$ cat src/rtl/uart_pkg.sv
// Shared UART definitions: receiver state encoding, default oversample
// ratio and the odd-parity helper also used by uart_tx.
package uart_pkg;

    localparam int OVERSAMPLE_DEFAULT = 16;

    typedef enum logic [2:0] {
        RX_IDLE   = 3'd0,
        RX_START  = 3'd1,
        RX_DATA   = 3'd2,
        RX_PARITY = 3'd3,
        RX_STOP   = 3'd4,
        RX_BREAK  = 3'd5
    } rx_state_e;

    // Returns the bit that makes the total number of ones odd. Narrower
    // words are zero-extended by the caller, which does not change the result.
    function automatic logic odd_parity_bit(input logic [31:0] data);
        return ~(^data);
    endfunction

endpackage

$ cat src/rtl/uart_rx_if.sv
// Host-side receive bundle: parallel word, frame strobe, error flags, busy.
// master = uart_rx (driver), slave = consumer.
interface uart_rx_if #(
    parameter int DATA_BITS = 8
);
    logic [DATA_BITS-1:0] rx_data;
    logic                 rx_valid;
    logic                 parity_error;
    logic                 frame_error;
    logic                 rx_busy;

    modport master (
        output rx_data,
        output rx_valid,
        output parity_error,
        output frame_error,
        output rx_busy
    );

    modport slave (
        input rx_data,
        input rx_valid,
        input parity_error,
        input frame_error,
        input rx_busy
    );
endinterface

$ cat src/rtl/uart_sync2.sv
// Generic two-flop synchronizer for asynchronous single-bit inputs.
// RESET_VAL sets the value both flops take during reset (idle level).
module uart_sync2 #(
    parameter logic RESET_VAL = 1'b1
) (
    input  logic clk,
    input  logic reset,
    input  logic d,
    output logic q
);
    logic meta_q, meta_d;
    logic sync_q, sync_d;

    // Next values: plain two-stage pipeline.
    always_comb begin
        meta_d = d;
        sync_d = meta_q;
    end

    // Synchronizer flops, forced to the idle level in reset.
    always_ff @(posedge clk or posedge reset) begin
        if (reset) begin
            meta_q <= RESET_VAL;
            sync_q <= RESET_VAL;
        end else begin
            meta_q <= meta_d;
            sync_q <= sync_d;
        end
    end

    assign q = sync_q;
endmodule

$ cat src/rtl/uart_rx.sv
// UART receiver: 1 start, DATA_BITS data LSB-first, optional odd parity,
// 1 stop. Samples the synchronized line on an oversampled tick.
// Optional build macro UART_RX_MAJORITY_VOTE_EN: bit decisions use a 2-of-3
// vote over the last three tick samples instead of a single sample.
//
// state     | meaning
// ----------+----------------------------------------------------------
// RX_IDLE   | line idle, waiting for a low sample on a tick
// RX_START  | confirming the start bit at its centre
// RX_DATA   | sampling data bits at each bit centre
// RX_PARITY | sampling the parity bit
// RX_STOP   | sampling the stop bit, publishing the frame
// RX_BREAK  | stop bit was low; waiting for the line to go high again
module uart_rx
    import uart_pkg::*;
#(
    parameter int DATA_BITS  = 8,
    parameter int OVERSAMPLE = OVERSAMPLE_DEFAULT
) (
    input  logic      clk,
    input  logic      reset,
    input  logic      sample_tick,
    input  logic      rx_pin,
    input  logic      parity_enable,
    uart_rx_if.master rx_if
);
    localparam int TICK_W = $clog2(OVERSAMPLE);
    localparam int IDX_W  = $clog2(DATA_BITS);
    localparam logic [TICK_W-1:0] TICK_HALF = TICK_W'(OVERSAMPLE / 2 - 1);
    localparam logic [TICK_W-1:0] TICK_LAST = TICK_W'(OVERSAMPLE - 1);
    localparam logic [IDX_W-1:0]  IDX_LAST  = IDX_W'(DATA_BITS - 1);

    logic rx_s;
    logic bit_val;

    rx_state_e            state_q, state_d;
    logic [TICK_W-1:0]    tick_cnt_q, tick_cnt_d;
    logic [IDX_W-1:0]     bit_idx_q, bit_idx_d;
    logic [DATA_BITS-1:0] shift_reg_q, shift_reg_d;
    logic                 par_en_q, par_en_d;
    logic                 par_bit_q, par_bit_d;
    logic [DATA_BITS-1:0] rx_data_q, rx_data_d;
    logic                 rx_valid_q, rx_valid_d;
    logic                 parity_error_q, parity_error_d;
    logic                 frame_error_q, frame_error_d;
    logic                 rx_busy_q, rx_busy_d;

    uart_sync2 #(.RESET_VAL(1'b1)) u_sync_rx (
        .clk   (clk),
        .reset (reset),
        .d     (rx_pin),
        .q     (rx_s)
    );

`ifdef UART_RX_MAJORITY_VOTE_EN
    logic [2:0] vote_q, vote_d;

    // Shift in one line sample per tick; the vote sees the last three.
    always_comb begin
        vote_d = vote_q;
        if (sample_tick) begin
            vote_d = {vote_q[1:0], rx_s};
        end
    end

    // Vote history starts at the idle level.
    always_ff @(posedge clk or posedge reset) begin
        if (reset) begin
            vote_q <= 3'b111;
        end else begin
            vote_q <= vote_d;
        end
    end

    assign bit_val = (vote_q[0] & vote_q[1]) | (vote_q[0] & vote_q[2]) |
                     (vote_q[1] & vote_q[2]);
`else
    assign bit_val = rx_s;
`endif

    // Frame FSM next-state and output computation; all work happens on ticks.
    always_comb begin
        state_d        = state_q;
        tick_cnt_d     = tick_cnt_q;
        bit_idx_d      = bit_idx_q;
        shift_reg_d    = shift_reg_q;
        par_en_d       = par_en_q;
        par_bit_d      = par_bit_q;
        rx_data_d      = rx_data_q;
        rx_valid_d     = 1'b0;
        parity_error_d = parity_error_q;
        frame_error_d  = frame_error_q;

        if (sample_tick) begin
            case (state_q)
                RX_IDLE: begin
                    // Start detection always uses the single synchronized sample.
                    if (!rx_s) begin
                        state_d    = RX_START;
                        tick_cnt_d = '0;
                        par_en_d   = parity_enable;
                    end
                end
                RX_START: begin
                    if (tick_cnt_q == TICK_HALF) begin
                        tick_cnt_d = '0;
                        bit_idx_d  = '0;
                        state_d    = bit_val ? RX_IDLE : RX_DATA;
                    end else begin
                        tick_cnt_d = tick_cnt_q + 1'b1;
                    end
                end
                RX_DATA: begin
                    if (tick_cnt_q == TICK_LAST) begin
                        tick_cnt_d  = '0;
                        shift_reg_d = {bit_val, shift_reg_q[DATA_BITS-1:1]};
                        if (bit_idx_q == IDX_LAST) begin
                            state_d = par_en_q ? RX_PARITY : RX_STOP;
                        end else begin
                            bit_idx_d = bit_idx_q + 1'b1;
                        end
                    end else begin
                        tick_cnt_d = tick_cnt_q + 1'b1;
                    end
                end
                RX_PARITY: begin
                    if (tick_cnt_q == TICK_LAST) begin
                        tick_cnt_d = '0;
                        par_bit_d  = bit_val;
                        state_d    = RX_STOP;
                    end else begin
                        tick_cnt_d = tick_cnt_q + 1'b1;
                    end
                end
                RX_STOP: begin
                    if (tick_cnt_q == TICK_LAST) begin
                        tick_cnt_d     = '0;
                        rx_data_d      = shift_reg_q;
                        parity_error_d = par_en_q &
                                         (par_bit_q != odd_parity_bit(32'(shift_reg_q)));
                        frame_error_d  = ~bit_val;
                        rx_valid_d     = 1'b1;
                        // A low stop bit parks in BREAK so a held-low line
                        // cannot retrigger a new frame.
                        state_d        = bit_val ? RX_IDLE : RX_BREAK;
                    end else begin
                        tick_cnt_d = tick_cnt_q + 1'b1;
                    end
                end
                RX_BREAK: begin
                    if (rx_s) begin
                        state_d = RX_IDLE;
                    end
                end
                default: begin
                    state_d = RX_IDLE;
                end
            endcase
        end

        rx_busy_d = (state_d != RX_IDLE);
    end

    // State and registered outputs; reset aborts any frame in progress.
    always_ff @(posedge clk or posedge reset) begin
        if (reset) begin
            state_q        <= RX_IDLE;
            tick_cnt_q     <= '0;
            bit_idx_q      <= '0;
            shift_reg_q    <= '0;
            par_en_q       <= 1'b0;
            par_bit_q      <= 1'b0;
            rx_data_q      <= '0;
            rx_valid_q     <= 1'b0;
            parity_error_q <= 1'b0;
            frame_error_q  <= 1'b0;
            rx_busy_q      <= 1'b0;
        end else begin
            state_q        <= state_d;
            tick_cnt_q     <= tick_cnt_d;
            bit_idx_q      <= bit_idx_d;
            shift_reg_q    <= shift_reg_d;
            par_en_q       <= par_en_d;
            par_bit_q      <= par_bit_d;
            rx_data_q      <= rx_data_d;
            rx_valid_q     <= rx_valid_d;
            parity_error_q <= parity_error_d;
            frame_error_q  <= frame_error_d;
            rx_busy_q      <= rx_busy_d;
        end
    end

    assign rx_if.rx_data      = rx_data_q;
    assign rx_if.rx_valid     = rx_valid_q;
    assign rx_if.parity_error = parity_error_q;
    assign rx_if.frame_error  = frame_error_q;
    assign rx_if.rx_busy      = rx_busy_q;
endmodule

$ cat src/flat_wrapper.sv
// flat-port wrapper written by rule: the top's interface ports become plain ports
module uart_rx_flat import uart_pkg::*;
#(
    parameter int DATA_BITS  = 8,
    parameter int OVERSAMPLE = OVERSAMPLE_DEFAULT
)
  (clk, reset, sample_tick, rx_pin, parity_enable, rx_if_rx_data, rx_if_rx_valid, rx_if_parity_error, rx_if_frame_error, rx_if_rx_busy);
  uart_rx_if #(.DATA_BITS(DATA_BITS)) rx_if_i ();
  input  logic clk;
  input  logic reset;
  input  logic sample_tick;
  input  logic rx_pin;
  input  logic parity_enable;
  output wire logic [$bits(rx_if_i.rx_data)-1:0] rx_if_rx_data;
  output wire logic [$bits(rx_if_i.rx_valid)-1:0] rx_if_rx_valid;
  output wire logic [$bits(rx_if_i.parity_error)-1:0] rx_if_parity_error;
  output wire logic [$bits(rx_if_i.frame_error)-1:0] rx_if_frame_error;
  output wire logic [$bits(rx_if_i.rx_busy)-1:0] rx_if_rx_busy;
  assign rx_if_rx_data = rx_if_i.rx_data;
  assign rx_if_rx_valid = rx_if_i.rx_valid;
  assign rx_if_parity_error = rx_if_i.parity_error;
  assign rx_if_frame_error = rx_if_i.frame_error;
  assign rx_if_rx_busy = rx_if_i.rx_busy;
  uart_rx #(.DATA_BITS(DATA_BITS), .OVERSAMPLE(OVERSAMPLE)) u_core (.clk(clk), .reset(reset), .sample_tick(sample_tick), .rx_pin(rx_pin), .parity_enable(parity_enable), .rx_if(rx_if_i));
endmodule
$ cat config.mk
export PLATFORM = sky130hd
export DESIGN_NAME = uart_rx_flat
export DESIGN_NICKNAME = d
export VERILOG_FILES = /design/src/rtl/uart_pkg.sv /design/src/rtl/uart_rx_if.sv /design/src/rtl/uart_sync2.sv /design/src/rtl/uart_rx.sv /design/src/flat_wrapper.sv
export SDC_FILE = /design/constraint.sdc
export NUM_CORES = 1
export LEC_CHECK = 0
export ABC_AREA = 1
export CORE_MARGIN = 3
export CORE_UTILIZATION = 50
export CTS_CLUSTER_DIAMETER = 120
export DETAILED_ROUTE_END_ITERATION = 12
export PLACE_DENSITY = 0.71
export SYNTH_ARGS = -nofsm -noshare
export SYNTH_HDL_FRONTEND = slang
export SYNTH_HIERARCHICAL = 1
export SYNTH_SLANG_ARGS = --single-unit
$ cat constraint.sdc
create_clock -name clk -period 2.7 [get_ports clk]
set_clock_uncertainty 0.05 [all_clocks]
set_input_delay 0.405 -clock clk [delete_from_list [all_inputs] [get_ports clk]]
set_output_delay 0.405 -clock clk [all_outputs]
set_load 0.005 [all_outputs]
* Yosys cells after proc, flatten, opt, wreduce, memory -nomap -nowiden
Cells that the tools add are included.
** Word-level totals
- Register bits :: 34
- Input bits :: 5
- Output and inout port bits :: 12
- Word-level logic and storage cells :: 66
** Operators by class
- Add/subtract/negate cells :: 2
- Equal/unequal tests :: 13
- Multiplexer cells :: 23
- Bitwise operators :: 3
- Reductions and logical operators :: 12
** Operator list (count)
- $mux 3 :: 13
- $reduce_xor 32->1 :: 1
- $pmux 3 s6 :: 1
- $reduce_and 3->1 :: 5
- $mux 4 :: 3
- $pmux 4 s3 :: 1
- $eq 3x3->1 const B :: 3
- $eq 3x2->1 const B :: 2
- $pmux 3 s2 :: 1
- $reduce_bool 3->1 :: 2
- $reduce_and 5->1 :: 1
- $add 4x1->4 const B :: 1
- $eq 4x3->1 const B :: 1
- $eq 4x4->1 const B :: 1
- $ne 2x1->1 const B :: 2
- $ne 2x2->1 const B :: 2
- $add 3x1->3 const B :: 1
- $eq 3x1->1 const B :: 1
- $logic_not 3->1 :: 1
- $mux 1 :: 3
- $reduce_or 3->1 :: 1
- $mux 2 :: 1
- $not 1->1 :: 2
- $reduce_bool 2->1 :: 1
- other kinds (2) :: 2

* Logic depth before layout (Yosys ltp)
Gate-level depths: netlist (run 1).
- Depth in word-level cells :: 6
- Gate-level depth with buffers :: 11
- Depth with buffers taken out :: 11

* Cells and area by module
The synthesis (run 1) kept the hierarchy.
** Modules (own cells, without submodules)
- uart_rx :: times used 1, cells each 219, area an instance 1769.2 µm², sequential area each 800.8 µm²
- uart_sync2 :: times used 1, cells each 3, area an instance 56.3 µm², sequential area each 52.6 µm²

* Worst setup path after synthesis (run 1)
No wires, ideal clock.
- Path type :: flip-flop to flip-flop
- Start :: reg u_core.tick_cnt_q[0]
- End :: reg u_core.rx_busy_q (netlist: u_core/rx_if.rx_busy)
- Setup time :: 124 ps
- Arrival time :: 1273 ps
- Data required time :: 2526 ps
- Path slack :: 1253 ps
- Stages on the path, launching flop included :: 10
- Path buffers :: 0
- Period minus slack after synthesis :: 1447 ps
- Path through :: dfrtp_1 ha_1 nand2_2 nor2_8 nand2_4 nor2_8 nand2_1 nand2_1 nor3_2 nand2_1
** On the way
- Word-level cells in the longest chain between the ends :: 5
- Elaborated cells on any way between the ends :: 9
- Classes of those cells :: eq/ne (2); mux (6); reduce/logical (1)
** RTL lines
- start, declared :: RTL line uart_rx.sv:37 : logic [TICK_W-1:0] tick_cnt_q, tick_cnt_d;
- start signal, assigned :: RTL line uart_rx.sv:180 : tick_cnt_q <= tick_cnt_d;
- $eq 4x4->1 or $eq 4x3->1 (tied branches)
- $mux 3 (on tied branches)
- $pmux 3 s6 * :: RTL line uart_rx.sv:95 : case (state_q)
- $mux 3 * :: RTL line uart_rx.sv:94 : if (sample_tick) begin
- $reduce_bool 3->1 * :: RTL line uart_rx.sv:161 : rx_busy_d = (state_d != RX_IDLE);
- named net u_core.rx_busy_d :: RTL line uart_rx.sv:46 : logic rx_busy_q, rx_busy_d;
- end signal, assigned :: RTL line uart_rx.sv:189 : rx_busy_q <= rx_busy_d;
- end, declared :: RTL line uart_rx.sv:46
The timed path passes the listed nets; every way through them passes the cells marked *.
A chain may end at the register's enable or synchronous reset.

* Worst setup path after layout (run 1)
- Start :: reg u_core.rx_data_q[4] (netlist: u_core/rx_if.rx_data[4])
- End :: out rx_if_rx_data[4]
** RTL lines
- start, declared :: RTL line uart_rx.sv:42 : logic [DATA_BITS-1:0] rx_data_q, rx_data_d;
- start signal, assigned :: RTL line uart_rx.sv:185 : rx_data_q <= rx_data_d;
- end, declared :: RTL line flat_wrapper.sv:14 : output wire logic [$bits(rx_if_i.rx_data)-1:0] rx_if_rx_data;
No word-level cell between the ends.

==> results of run 1 <==
[metal layers]
metal  global-route usage  wire length, um
met5                    0                0
met4               0.0685               54
met3               0.0595              156
met2                0.219             1200
met1                0.253             1720
[kinds of logic (layout without fill, tap and decap cells)]
| family | count (synthesis) | count (layout) | synth area share |
|---|---|---|---|
| AND/OR/NAND/NOR | 112 | 112 | 0.302 |
| buffers and inverters | 40 | 62 | 0.0939 |
| flip-flops | 34 | 34 | 0.467 |
| AO/OA/AOI/OAI | 32 | 32 | 0.111 |
| adder cells (fa/ha/maj) | 3 | 3 | 0.0206 |
| XOR/XNOR | 1 | 1 | 0.00480 |
[cell type report]
type,instances,area [um2]
repair buffers,17,168
multi-input cells,148,801
fillers,307,1330
flip-flops and latches,34,853
inverters,37,144
clock buffers,8,58.8
well taps,46,57.6
[power breakdown]
group | switching, mW | internal [mW]
Combinational | 0.226 | 0.122
Clock | 0.161 | 0.128
Sequential | 0.0506 | 0.568
[how the worst min path moves through the flow]
stage,depth (start not counted),end,slack [ns],startpoint
3_5_place_dp,0,u_core/u_sync_rx/q$_DFF_PP1_,0.30,u_core/u_sync_rx/meta_q$_DFF_PP1_
4_1_cts,0,u_core/u_sync_rx/q$_DFF_PP1_,0.31,u_core/u_sync_rx/meta_q$_DFF_PP1_
5_1_grt,0,u_core/u_sync_rx/q$_DFF_PP1_,0.32,u_core/u_sync_rx/meta_q$_DFF_PP1_
6_report,0,u_core/u_sync_rx/q$_DFF_PP1_,0.31,u_core/u_sync_rx/meta_q$_DFF_PP1_
2_1_floorplan,1,u_core/u_sync_rx/meta_q$_DFF_PP1_,0.27,reset
3_3_place_gp,0,u_core/u_sync_rx/q$_DFF_PP1_,0.30,u_core/u_sync_rx/meta_q$_DFF_PP1_
[registers in the layout (all words and copies together) (netlist names)]
| name | flops |
|---|---|
| u_core/rx_if.parity_error | 1 |
| u_core/rx_if.rx_busy | 1 |
| u_core/bit_idx_q | 3 |
| u_core/shift_reg_q | 8 |
| u_core/rx_if.rx_valid | 1 |
| u_core/rx_if.frame_error | 1 |
| u_core/tick_cnt_q | 4 |
| u_core/u_sync_rx/q | 1 |
| u_core/par_bit_q | 1 |
| u_core/par_en_q | 1 |
| u_core/state_q | 3 |
| u_core/u_sync_rx/meta_q | 1 |
| u_core/rx_if.rx_data | 8 |
[synth_stat cells]
cell type,number
dfstp_2,2
a22oi_2,1
nand2_2,4
xor2_1,1
nor2_8,3
buf_2,1
inv_2,5
ha_1,3
nand3_4,1
nor2_2,1
nand2_4,2
nand2_1,70
buf_6,2
o21ai_0,8
o21ai_2,9
a31oi_1,1
nand3_1,11
dfrtp_1,32
nand4_1,2
nor2_1,14
nand3_2,1
or2_1,1
inv_4,2
o21ai_1,10
inv_1,30
a21oi_1,3
nor2_4,1
nor3_2,1
==> flow_summary.toml, run 1 <==
[run_status]
outcome = "completed"

[cells_and_area]
antenna_cells = 0
synthToLayoutAreaGrowth_pct = 14.1
final_cell_area_mm2 = 0.00208
final_cell_mix = "nand2_1, dfrtp_1, inv_1"
drive_gt1_frac = 0.164
final_common_cell = "nand2_1"
nets = 251
utilization = 0.610
stdcell_count = 290

[clock_tree]
post-cts-setup-buffers = 0
cts.repair.resized = 0
cts_max_level = 2
clk_pin_slew_ns = 0.10
cts_tree = "yes"
cts_buffer_depth = 2
cts_hold_buf = 0
cts_made_buffers = 5
clkLatencyLatePin_ns = 0.33
cts_sinks = 34
cts_root_buf = "clkbuf_4"

[synth]
syn_area_per_cell_um2 = 8.22
ys_seq_area_frac = 0.467
synthesis.nets = 230
postSynthCellCount = 222
ys_ff_latch = 34
synth_top_area_share = 0.439
synth_area_mm2 = 0.00183
synth.distinct_cells = 28
yosys.area.top_type = "dfrtp_1"
synthTopCellsByArea = "dfrtp_1, nand2_1, inv_1"
yosysWarnings = 6

[placement]
port_buffers = 16
postPlaceCellArea_mm2 = 0.00202
post-dp-hpwl_mm = 2.34
gp_congestion = 0.923
dp_slack_ns = 0.800
place_inst = 282

[worst_setup_path]
critical_path_buf_inv_count = 1
cp_top_family = "buffers and inverters"
r2r_cells = 11
crit_required_ns = 2.25
crit_path_cell_trace = "clkdlybuf4s50_1"
reg2reg_to = "u_core/rx_if.rx_busy$_DFF_PP0_"
cpPeakStageDelay_ns = 0.50
cp_slowest_cell = "clkdlybuf4s50_1"
start_kind = "flip-flop"
path_depth = 1
crit_start = "u_core/rx_if.rx_data[4]$_DFFE_PP0P_"
cp-end-kind = "primary output"
critPathKind = "flip-flop to primary output"
regToRegStartpoint = "u_core/bit_idx_q[0]$_DFFE_PP0P_"
crit_arrival_ns = 1.20
cp_max_fo = 2
cp-endpoint = "rx_if_rx_data[4]"
reg2reg_slack_ns = 1.06

[pwr]
peakVddDrop_v = 0.000394
p_leak_nw = 1.15
p_per_area_mw_per_mm2 = 603
power_mw = 1.26

[sta]
slew_viol_final = 0
slew_headroom = 0.675
finalCriticalPeriod_ns = 1.66
layout_setup_ws_ns = 1.04
tns_ns = 0
fmax_mhz = 603
max_slew.worst_pin.slew_ns = 0.486
rsz0062_at_grt = "false"
hold_viol_final = 0
finalHoldWorstSlack_ns = 0.311
period_share = 0.614
finalSetupViolations = 0

[grt]
grt_pass1_wl_mm = 5.50
grt.total_usage = 0.170
grt_antenna_before_repair = 0
gr-total-overflow = 0
grt_pass1_vias = 1162
grt_max_degree = 21

[floorplanning]
die_width_um = 66.4
core_area_mm2 = 0.00342
start_util = 0.534
num_rows = 21
die_area_mm2 = 0.00441
fp.dieH_um = 66.4
io_pins = 17

[min_path]
holdCritPathClass = "flip-flop to flip-flop"

[flow_run]
maxCapViolCount = 0

[routing]
wl_per_cell_um = 10.8
routed_wl_mm = 3.13
first_iter_violations = 132
ant_nets = 0
firstDrtPassIters = 4
viasPerCell = 4.71
vias = 1366
drc = 0
(Power assumes the default switching activity.)
==> run 2, diff against run 1 <==
==> constraint.sdc (replaced) <==
create_clock -name clk -period 1.6 [get_ports clk]
set_clock_uncertainty 0.05 [all_clocks]
set_input_delay 0.24 -clock clk [delete_from_list [all_inputs] [get_ports clk]]
set_output_delay 0.24 -clock clk [all_outputs]
set_load 0.005 [all_outputs]
==> flow_summary.toml, run 2 (synthesis results as in run 1) <==
[run_status]
outcome = "completed"

[cells_and_area]
n_fill_cell = 298
antenna_cells = 0
final_cell_mix = "nand2_1, dfrtp_1, inv_1"
final_common_cell = "nand2_1"
nets = 259
drive_gt1_frac = 0.218
utilization = 0.655
synthToLayoutAreaGrowth_pct = 22.5

[pwr]
p_leak_nw = 1.21
clockPowerShare = 0.253
p_int_mw = 1.57
p_per_area_mw_per_mm2 = 1060
peakVddDrop_v = 0.000727
p_sw_frac = 0.341
switching_power_mw = 0.812
p_comb_frac = 0.301
seq_power_share = 0.446

[sta]
max_slew.worst_pin.slew_ns = 0.328
rsz0062_at_grt = "true"
finalHoldWorstSlack_ns = 0.205
period_share = 0.966
finalSetupViolations = 0
finalCriticalPeriod_ns = 1.55
fmax_mhz = 647
slew_viol_final = 0
hold_viol_final = 0
slew_headroom = 0.781

[routing]
routed_wl_mm = 3.38
viasPerCell = 4.80
first_iter_violations = 70
vias = 1429
firstDrtPassIters = 4
ant_nets = 0
wl_per_cell_um = 11.3
drc = 0

[worst_setup_path]
crit_start = "u_core/tick_cnt_q[1]$_DFFE_PP0P_"
regToRegStartpoint = "u_core/tick_cnt_q[1]$_DFFE_PP0P_"
crit_arrival_ns = 1.71
start_kind = "flip-flop"
cp_max_fo = 6
crit_required_ns = 1.77
critPathKind = "flip-flop to flip-flop"
cp-end-kind = "flip-flop"

[clock_tree]
cts_root_buf = "clkbuf_4"
cts_made_buffers = 5
clk_pin_slew_ns = 0.11
clkLatencyLatePin_ns = 0.33
cts_hold_buf = 0
cts_max_level = 2
cts_buffer_depth = 2
cts_tree = "yes"
cts_sinks = 34

[floorplanning]
die_width_um = 66.4
start_util = 0.534
num_rows = 21
io_pins = 17
core_area_mm2 = 0.00342
fp.dieH_um = 66.4
die_area_mm2 = 0.00441

[grt]
grt_pass1_vias = 1253
grt_pass1_wl_mm = 5.72
grt_antenna_before_repair = 0
grt.total_usage = 0.173
gr-total-overflow = 0
grt_max_degree = 33

[min_path]
holdCritPathClass = "input port to async pin"

[placement]
gp_congestion = 0.785
post-dp-hpwl_mm = 2.38
port_buffers = 16

[flow_run]
maxCapViolCount = 0
==> run 2: final timing paths <==
path / endpoint / slack [ns] / depth (start not counted)
worst max register to register: u_core/bit_idx_q[1]$_DFFE_PP0P_ / 0.05 / 10
worst min-delay path: u_core/u_sync_rx/meta_q$_DFF_PP1_ / 0.20 / 2
min in group clk: u_core/u_sync_rx/meta_q$_DFF_PP1_ / 0.27 / 1
max in group asynchronous: u_core/bit_idx_q[1]$_DFFE_PP0P_ / 1.11 / 3
worst max-delay path: u_core/bit_idx_q[1]$_DFFE_PP0P_ / 0.05 / 10
worst min register to register: u_core/u_sync_rx/q$_DFF_PP1_ / 0.31 / 0
==> run 2: worst max-delay path, stage by stage, from the launching register on <==
cell and delay, ns:
dfrtp_1 0.43, ha_4 0.17, nand2_4 0.08, nor2_4 0.16, nor2_4 0.05, inv_2 0.06, o21ai_2 0.05, nor2_2 0.12
nand2_2 0.12, nand2_2 0.09, o21ai_2 0.05
==> run 2: per-stage QoR <==
stage / cells / instance area, um2 / setup WS [ns] / TNS, ns / power, mW
2_1_floorplan: 222 / 1830 / 0.153 / 0 / 1.51
3_3_place_gp: 287 / 2090 / 0.0204 / 0 / 1.67
3_5_place_dp: 287 / 2090 / 0.0111 / 0 / 1.68
4_1_cts: 295 / 2170 / 0.00242 / 0 / 2.29
5_1_grt: 298 / 2240 / -0.0604 / -0.276 / 2.54
6_report: 298 / 2240 / 0.0538 / 0 / 2.38
==> run 2: layer usage <==
metal	routed length, um	track usage	vias up
met1	1670	0.247	636
met2	1490	0.249	34
li1	-	-	753
met3	148	0.0340	6
met5	0	0	-
met4	67	0.0838	0
==> run 2: what timing repair did <==
item	in CTS	in global routing
buffers inserted	0	3
gates cloned	0	0
endpoints found under the setup margin	2	23
gates resized for setup	2	11
pin swaps	0	9
==> run 2: final cells by class <==
class                           instances  area, um2  area share
Clock inverter                          1       30.0      0.0134
Multi-Input combinational cell        148        855       0.382
Sequential cell                        34        853       0.381
Timing Repair Buffer                   25        253       0.113
Clock buffer                            7       45.0      0.0201
Tap cell                               46       57.6      0.0257
Inverter                               37        144      0.0643
==> run 2: power by group through the flow <==
stage	sequential [mW]	combinational, mW	clock (mW)
2_1_floorplan	1.04	0.465	0
3_3_place_gp	1.06	0.611	0
3_5_place_dp	1.06	0.618	0
4_1_cts	1.04	0.629	0.622
5_1_grt	1.07	0.813	0.655
6_report	1.06	0.716	0.602
